$ cat src/rtl/mem_access_stage_if.sv
// mem_access_stage_if: EX->MEM handshake, MEM->WB/ID bundles and data SRAM request/response
//   slave  : used by the stage (consumes EX bundle and SRAM responses, drives WB/ID/SRAM request)
//   master : used by the surrounding pipeline/SRAM model (opposite directions)
interface mem_access_stage_if;
  logic         EX_to_MEM_valid;
  logic         MEM_allow_in;
  logic [105:0] EX_to_MEM_bus;
  logic         MEM_to_WB_valid;
  logic         WB_allow_in;
  logic [107:0] MEM_to_WB_bus;
  logic [38:0]  MEM_to_ID_bus;
  logic         data_sram_req;
  logic         data_sram_wr;
  logic [3:0]   data_sram_wstrb;
  logic [31:0]  data_sram_addr;
  logic [31:0]  data_sram_wdata;
  logic         data_sram_addr_ok;
  logic         data_sram_data_ok;
  logic [31:0]  data_sram_rdata;
  modport slave (
    input  EX_to_MEM_valid, EX_to_MEM_bus, WB_allow_in,
           data_sram_addr_ok, data_sram_data_ok, data_sram_rdata,
    output MEM_allow_in, MEM_to_WB_valid, MEM_to_WB_bus, MEM_to_ID_bus,
           data_sram_req, data_sram_wr, data_sram_wstrb, data_sram_addr, data_sram_wdata
  );
  modport master (
    output EX_to_MEM_valid, EX_to_MEM_bus, WB_allow_in,
           data_sram_addr_ok, data_sram_data_ok, data_sram_rdata,
    input  MEM_allow_in, MEM_to_WB_valid, MEM_to_WB_bus, MEM_to_ID_bus,
           data_sram_req, data_sram_wr, data_sram_wstrb, data_sram_addr, data_sram_wdata
  );
endinterface

$ cat src/rtl/mem_access_stage.sv
// mem_access_stage: MEM pipeline stage, latches EX bundle, runs the data SRAM access, feeds WB and ID bypass
//   clk, reset : clock and asynchronous active-high reset
//   p (slave)  : EX_to_MEM valid/allow/bus, MEM_to_WB valid/allow/bus, MEM_to_ID bus, data SRAM req/resp
module mem_access_stage (
  input  logic clk,
  input  logic reset,
  mem_access_stage_if.slave p
);
  typedef enum logic [1:0] {IDLE, REQ, WAIT, DONE} state_t;
  state_t state_q, state_d;
  logic         mem_valid_q, mem_valid_d;
  logic [105:0] ex_q, ex_d;
  logic [31:0]  rdata_q, rdata_d;
  logic         mem_re, mem_we, mem_byte, rf_we, unused_rsvd;
  logic [4:0]   rf_waddr;
  logic [31:0]  store_data, alu_result, pc;
  logic         mem_op, ready_go, allow_in, latch, new_op, data_done, store;
  logic [3:0]   lane;
  assign {mem_re, mem_we, mem_byte, rf_we, unused_rsvd, rf_waddr, store_data, alu_result, pc} = ex_q;
  always_ff @(posedge clk or posedge reset)
    if (reset) begin
      state_q     <= IDLE;
      mem_valid_q <= 1'b0;
      ex_q        <= '0;
      rdata_q     <= '0;
    end else begin
      state_q     <= state_d;
      mem_valid_q <= mem_valid_d;
      ex_q        <= ex_d;
      rdata_q     <= rdata_d;
    end
  always_comb begin
    mem_op      = mem_re | mem_we;
    // a latched non-mem op sits in IDLE and is ready at once; mem ops are ready only in DONE
    ready_go    = state_q == IDLE ? ~mem_op : state_q == DONE;
    allow_in    = ~mem_valid_q | (ready_go & p.WB_allow_in);
    latch       = p.EX_to_MEM_valid & allow_in;
    new_op      = p.EX_to_MEM_bus[105] | p.EX_to_MEM_bus[104];
    // data_ok is only meaningful once the request has been accepted
    data_done   = ((state_q == REQ & p.data_sram_addr_ok) | state_q == WAIT) & p.data_sram_data_ok;
    mem_valid_d = allow_in ? p.EX_to_MEM_valid : mem_valid_q;
    ex_d        = latch ? p.EX_to_MEM_bus : ex_q;
    rdata_d     = latch ? 32'h0 : (data_done & mem_re) ? p.data_sram_rdata : rdata_q;
    state_d     = state_q == REQ  ? (p.data_sram_addr_ok ? (p.data_sram_data_ok ? DONE : WAIT) : REQ) :
                  state_q == WAIT ? (p.data_sram_data_ok ? DONE : WAIT) :
                  allow_in        ? ((latch & new_op) ? REQ : IDLE) : state_q;
  end
  always_comb begin
    store             = mem_we & ~mem_re;
    lane              = mem_byte ? 4'b0001 << alu_result[1:0] : 4'b1111;
    p.MEM_allow_in    = allow_in;
    p.MEM_to_WB_valid = mem_valid_q & ready_go;
    p.data_sram_req   = state_q == REQ;
    p.data_sram_wr    = store;
    p.data_sram_wstrb = store ? lane : 4'b0000;
    p.data_sram_addr  = alu_result;
    p.data_sram_wdata = mem_byte ? {4{store_data[7:0]}} : store_data;
    p.MEM_to_WB_bus   = {rf_we, mem_re, mem_re & mem_byte, mem_re ? lane : 4'b0000,
                         rdata_q, rf_waddr, alu_result, pc};
    p.MEM_to_ID_bus   = {mem_valid_q & rf_we, mem_valid_q & (~mem_re | state_q == DONE),
                         rf_waddr, alu_result};
  end
endmodule

$ cat src/flat_wrapper.sv
// flat-port wrapper written by rule: the top's interface ports become plain ports
module mem_access_stage_flat 
  (clk, reset, p_EX_to_MEM_valid, p_EX_to_MEM_bus, p_WB_allow_in, p_data_sram_addr_ok, p_data_sram_data_ok, p_data_sram_rdata, p_MEM_allow_in, p_MEM_to_WB_valid, p_MEM_to_WB_bus, p_MEM_to_ID_bus, p_data_sram_req, p_data_sram_wr, p_data_sram_wstrb, p_data_sram_addr, p_data_sram_wdata);
  mem_access_stage_if p_i ();
  input  logic clk;
  input  logic reset;
  input wire logic [$bits(p_i.EX_to_MEM_valid)-1:0] p_EX_to_MEM_valid;
  input wire logic [$bits(p_i.EX_to_MEM_bus)-1:0] p_EX_to_MEM_bus;
  input wire logic [$bits(p_i.WB_allow_in)-1:0] p_WB_allow_in;
  input wire logic [$bits(p_i.data_sram_addr_ok)-1:0] p_data_sram_addr_ok;
  input wire logic [$bits(p_i.data_sram_data_ok)-1:0] p_data_sram_data_ok;
  input wire logic [$bits(p_i.data_sram_rdata)-1:0] p_data_sram_rdata;
  output wire logic [$bits(p_i.MEM_allow_in)-1:0] p_MEM_allow_in;
  output wire logic [$bits(p_i.MEM_to_WB_valid)-1:0] p_MEM_to_WB_valid;
  output wire logic [$bits(p_i.MEM_to_WB_bus)-1:0] p_MEM_to_WB_bus;
  output wire logic [$bits(p_i.MEM_to_ID_bus)-1:0] p_MEM_to_ID_bus;
  output wire logic [$bits(p_i.data_sram_req)-1:0] p_data_sram_req;
  output wire logic [$bits(p_i.data_sram_wr)-1:0] p_data_sram_wr;
  output wire logic [$bits(p_i.data_sram_wstrb)-1:0] p_data_sram_wstrb;
  output wire logic [$bits(p_i.data_sram_addr)-1:0] p_data_sram_addr;
  output wire logic [$bits(p_i.data_sram_wdata)-1:0] p_data_sram_wdata;
  assign p_i.EX_to_MEM_valid = p_EX_to_MEM_valid;
  assign p_i.EX_to_MEM_bus = p_EX_to_MEM_bus;
  assign p_i.WB_allow_in = p_WB_allow_in;
  assign p_i.data_sram_addr_ok = p_data_sram_addr_ok;
  assign p_i.data_sram_data_ok = p_data_sram_data_ok;
  assign p_i.data_sram_rdata = p_data_sram_rdata;
  assign p_MEM_allow_in = p_i.MEM_allow_in;
  assign p_MEM_to_WB_valid = p_i.MEM_to_WB_valid;
  assign p_MEM_to_WB_bus = p_i.MEM_to_WB_bus;
  assign p_MEM_to_ID_bus = p_i.MEM_to_ID_bus;
  assign p_data_sram_req = p_i.data_sram_req;
  assign p_data_sram_wr = p_i.data_sram_wr;
  assign p_data_sram_wstrb = p_i.data_sram_wstrb;
  assign p_data_sram_addr = p_i.data_sram_addr;
  assign p_data_sram_wdata = p_i.data_sram_wdata;
  mem_access_stage u_core (.clk(clk), .reset(reset), .p(p_i));
endmodule
$ cat config.mk
export PLATFORM = sky130hd
export DESIGN_NAME = mem_access_stage_flat
export DESIGN_NICKNAME = d
export VERILOG_FILES = /design/src/rtl/mem_access_stage_if.sv /design/src/rtl/mem_access_stage.sv /design/src/flat_wrapper.sv
export SDC_FILE = /design/constraint.sdc
export NUM_CORES = 1
export LEC_CHECK = 0
export ABC_CLOCK_PERIOD_IN_PS = 3800
export CORE_MARGIN = 8
export CORE_UTILIZATION = 36
export CTS_CLUSTER_SIZE = 16
export DETAILED_ROUTE_END_ITERATION = 7
export GPL_ROUTABILITY_DRIVEN = 0
export GPL_TIMING_DRIVEN = 0
export PLACE_DENSITY = 0.77
export SLEW_MARGIN = 25
export SYNTH_ARGS = -nofsm -noshare
export SYNTH_HDL_FRONTEND = slang
export SYNTH_SLANG_ARGS = --single-unit
$ cat constraint.sdc
create_clock -name clk -period 3.8 [get_ports clk]
set_input_delay 0.38 -clock clk [delete_from_list [all_inputs] [get_ports clk]]
set_output_delay 0.38 -clock clk [all_outputs]
set_load 0.02 [all_outputs]
Yosys cells after proc, flatten, opt, wreduce, memory -nomap -nowiden:

Index checks and enable logic that the tools add are counted.

* register bits: 141
* input bits: 144
* output and inout port bits: 219
* word-level logic and storage cells: 43

* equality and inequality tests: 3
* shift operators: 1
* multiplexer cells: 13
* bitwise operators: 19
* reductions and logical operators: 3

Operators with widths (number)
* 32-bit 2-to-1 mux: 3
* 4-bit 2-to-1 mux: 3
* 1-bit AND: 11
* 2-bit 2-to-1 mux: 4
* 1-bit bitwise OR: 5
* 2-bit equality test, second input constant: 2
* 1-bit by 2-bit left shift with 4-bit output, first input constant: 1
* 1-bit 2-to-1 mux: 3
* 1-bit inverter: 3
* 3-bit nonzero test: 1
* 2-bit by 1-bit equality test with 1-bit output, second input constant: 1
* 2-bit logical NOT: 1
* 2-bit nonzero test: 1

Depth between registers and ports, before layout:

* depth after elaboration: 11
* mapped depth: 8
* gate-level depth less buffers: 6

Least setup slack after synthesis:

OpenSTA, ideal clock, no wires.

* path kind: flip-flop to flip-flop
* from: register u_core.state_q[0]
* to: register u_core.ex_q[0]
* library setup time: 0.125 ns
* arrival: 1.763 ns
* required time: 3.675 ns
* slack: 1.912 ns
* cell stages (with the launch flop): 7
* path buffers: 1
* period minus slack after synthesis: 1.888 ns
* path through: dfrtp_1 -> inv_1 -> ha_1 -> nand4bb_4 -> a31oi_4 -> buf_4 -> mux2_2

* cells in the longest elaborated chain, start to end: 5
* elaborated cells between the ends (all ways): 6
* those cells by class: eq/ne (1); mux (1); bitwise (3); reduce/logical (1)

RTL lines
* start, declared: RTL line mem_access_stage.sv:10 `state_t state_q, state_d;`
* start signal, assigned: RTL line mem_access_stage.sv:27 `state_q <= state_d;`
* 2-bit equality test or 2-bit logical NOT (tied branches): RTL line mem_access_stage.sv:35 `ready_go = state_q == IDLE ? ~mem_op : state_q == DONE;`
* 1-bit 2-to-1 mux *: RTL line mem_access_stage.sv:35
* 1-bit AND *: RTL line mem_access_stage.sv:36 `allow_in = ~mem_valid_q | (ready_go & p.WB_allow_in);`
* 1-bit bitwise OR *: RTL line mem_access_stage.sv:36
* 1-bit AND *: RTL line mem_access_stage.sv:37 `latch = p.EX_to_MEM_valid & allow_in;`
* end signal, assigned: RTL line mem_access_stage.sv:24 `ex_q <= '0;`
* end signal, assigned: RTL line mem_access_stage.sv:29 `ex_q <= ex_d;`
* end, declared: RTL line mem_access_stage.sv:12 `logic [105:0] ex_q, ex_d;`

Mark *: on every way between the ends. The rest lies on a longest branch, timed or not.
A chain may end at the register's enable or synchronous reset.

Final worst setup path:

* from: register u_core.ex_q[103]
* to: output port p_data_sram_wdata[14]

* cells in the longest elaborated chain, start to end: 1

RTL lines
* 32-bit 2-to-1 mux: RTL line mem_access_stage.sv:57 `p.data_sram_wdata = mem_byte ? {4{store_data[7:0]}} : store_data;`
* end, declared: RTL line flat_wrapper.sv:21 `output wire logic [$bits(p_i.data_sram_wdata)-1:0] p_data_sram_wdata;`

No other way between the ends.

==> results.sh <==
export IMPL_fin_tns_setup_ns=0
export IMPL_tightest_slew_ns=0.705
export IMPL_p_leak_nw=5.07
export IMPL_synth_distinct_cells=28
export IMPL_intPower_mw=7.21
export IMPL_path_buf_inv=3
export IMPL_cts_htree_levels=4
export IMPL_portBuffers=361
export IMPL_yosys_top_cells_area="dfrtp_1, buf_4, mux2_2"
export IMPL_cap_violations=0
export IMPL_cts_setup_buffers=0
export IMPL_cts_buffers=17
export IMPL_seq_power_share=0.234
export IMPL_worstSetupStartpointType="flop"
export IMPL_place_ws_ns=1.33
export IMPL_synth_top_cell_area_share=0.505
export IMPL_p_switching_mw=4.55
export IMPL_place_inst=1271
export IMPL_critPathArrivalTime_ns=2.36
export IMPL_overflow=0
export IMPL_power_density_mw_per_mm2=1020
export IMPL_core_area_mm2=0.0188
export IMPL_antenna_left=0
export IMPL_diodes=0
export IMPL_clock_power_share=0.145
export IMPL_drt_iter0_drc=219
export IMPL_cts_resized=0
export IMPL_crit_chain="clkbuf_1, clkbuf_1, o21ai_0, clkdlybuf4s50_1"
export IMPL_cts_sinks=140
export IMPL_drive_gt1_frac=0.274
export IMPL_fin_util=0.614
export IMPL_cts_tree="built"
export IMPL_swShare=0.387
export IMPL_fin_crit_sh=0.722
export IMPL_status="finished, final reports clean"
export IMPL_yosysWarnings=0
export IMPL_dpl_hpwl_um=18600
export IMPL_rsz0062_at_grt="false"
export IMPL_postPlaceCellArea_mm2=0.0110
export IMPL_synth_fp_nets=794
export IMPL_cp_slowest_cell="clkdlybuf4s50_1"
export IMPL_seq_area_frac_synth=0.505
export IMPL_syn_cell_area_mm2=0.00693
export IMPL_final_cells=1303
export IMPL_syn_avg_cell_area_um2=10.7
export IMPL_crit_fanout=10
export IMPL_critPathKind="flop to primary output"
export IMPL_routed_wl_um=23200
export IMPL_die_area_mm2=0.0240
export IMPL_clk_pin_slew_ns=0.06
export IMPL_setup_viol=0
export IMPL_synth_top_area_cell="dfrtp_1"
export IMPL_grt_pass1_wl_um=35000
export IMPL_io_pins=363
export IMPL_vdd_drop_max_v=0.000474
export IMPL_die_w_um=155
export IMPL_wl_per_cell_um=17.8
export IMPL_viasPerCell=4.36
export IMPL_hold_viol=0
export IMPL_fin_area_mm2=0.0116
export IMPL_crit_required_ns=3.42
export IMPL_post_route_drc_count=0
export IMPL_grt_max_degree=31
export IMPL_final_max_slew_violation_count=0
export IMPL_antenna_found_initial=0
export IMPL_nets=1178
export IMPL_critPathTopFamily="buffers and inverters"
export IMPL_crit_top_cell="clkbuf_1"
export IMPL_cts_root_buf="clkbuf_16"
export IMPL_drtPass1Iterations=4
export IMPL_slew_headroom=0.529
export IMPL_num_vias=5676
export IMPL_crit_path_end_kind="primary output"
export IMPL_slowest_delay_ns=0.57
export IMPL_syn2layout_area_growth_pct=66.7
export IMPL_ctsHoldBuffers=0
export IMPL_hold_path_class="input pin to async pin"
export IMPL_insertion_delay_ns=0.41
export IMPL_num_rows=50
export IMPL_p_total_mw=11.8
export IMPL_clock_fmax_mhz=365
export IMPL_grt_total_usage=0.191
export IMPL_fin_crit_ns=2.74
export IMPL_p_comb_frac=0.621
export IMPL_skew_ns=0.00790
export IMPL_first_global_vias=5939
export IMPL_ys_seq_elements=140
export IMPL_start_util=0.368
export IMPL_fp_dieH_um=155
export IMPL_fin_hold_ws_ns=0.438
export IMPL_synthCells=646
export IMPL_cts_buffer_depth=2
export IMPL_worst_slack_ns=1.06
[routing by layer]
metal,wire length (µm),GRT usage
met5,0,0
met4,486,0.0658
met1,8950,0.208
met3,2160,0.0763
met2,11600,0.334
[final timing paths]
check / startpoint / endpoint / slack, ns / depth (start not counted)
min in group clk: p_data_sram_rdata[15] / u_core.rdata_q[15] / 0.51 / 3
hold / removal: reset / u_core.ex_q[15] / 0.44 / 2
setup reg to reg: u_core.state_q[0] / u_core.ex_q[1] / 1.59 / 6
setup / recovery: u_core.ex_q[103] / p_data_sram_wdata[14] / 1.06 / 4
hold reg to reg: u_core.ex_q[3] / u_core.ex_q[3] / 0.51 / 1
max in group asynchronous: reset / u_core.ex_q[66] / 2.53 / 4
[cells by family (layout without fill, tap and decap cells)]
group | count (synthesis) | after routing | share of synthesized area
simple gates | 119 | 119 | 0.0751
flops | 140 | 140 | 0.505
compound gates | 92 | 92 | 0.0711
mux | 84 | 84 | 0.136
fa+ha+maj | 4 | 4 | 0.00722
buf+inv | 207 | 604 | 0.205
[cells in the mapped netlist (all sizes together)]
master,n
ha,4
nand4bb,1
o21a,1
a21o,1
buf,168
inv,30
nand2b,3
nand2,98
nand3b,2
a21oi,36
mux2i,3
mux2,81
nand3,2
a21boi,4
and3,1
and2,2
nor2,6
a31oi,2
dfrtp,140
nor2b,3
clkbuf,9
o21ai,48
nand4b,1
[flip-flops by register name (all words and copies together), names as in the netlist]
signal              count
u_core.ex_q           105
u_core.mem_valid_q      1
u_core.rdata_q         32
u_core.state_q          2
[cell usage in the layout, fill, tap and decap left out, types with 2 or more instances in the layout]
| cell type | instances |
|---|---|
| o21ai_1 | 3 |
| bufinv_16 | 3 |
| nor2b_1 | 3 |
| buf_6 | 9 |
| inv_6 | 2 |
| nand2b_1 | 3 |
| buf_4 | 152 |
| buf_12 | 4 |
| a21boi_0 | 4 |
| clkbuf_16 | 17 |
| mux2i_1 | 3 |
| clkinv_4 | 3 |
| o21ai_0 | 45 |
| a21oi_1 | 36 |
| mux2_2 | 81 |
| and2_1 | 2 |
| nand2_1 | 98 |
| buf_2 | 7 |
| clkinvlp_4 | 5 |
| ha_1 | 4 |
| clkdlybuf4s50_1 | 361 |
| inv_1 | 29 |
| nor2_1 | 6 |
| clkbuf_1 | 12 |
| nand3_1 | 2 |
| dfrtp_1 | 140 |
[power groups by stage]
stage                     sequential (mW)  clock [mW]  combinational, mW
after floorplan                      2.78           0               4.10
after global placement               2.75           0               7.29
after detailed placement             2.79           0               7.38
after CTS                            2.77        1.75               7.40
after global routing                 2.87        1.82               7.70
final                                2.76        1.70               7.30
[cell type report]
cell class	count	area [µm²]
buffer	177	1310
sequential	140	3500
timing repair buffer	365	3690
inverter	30	116
multi-input combinational	299	2010
clock buffer	20	437
tap	260	325
clock inverter	12	164
fill	1585	7270
Note: power is estimated with default switching activity, not from simulation.
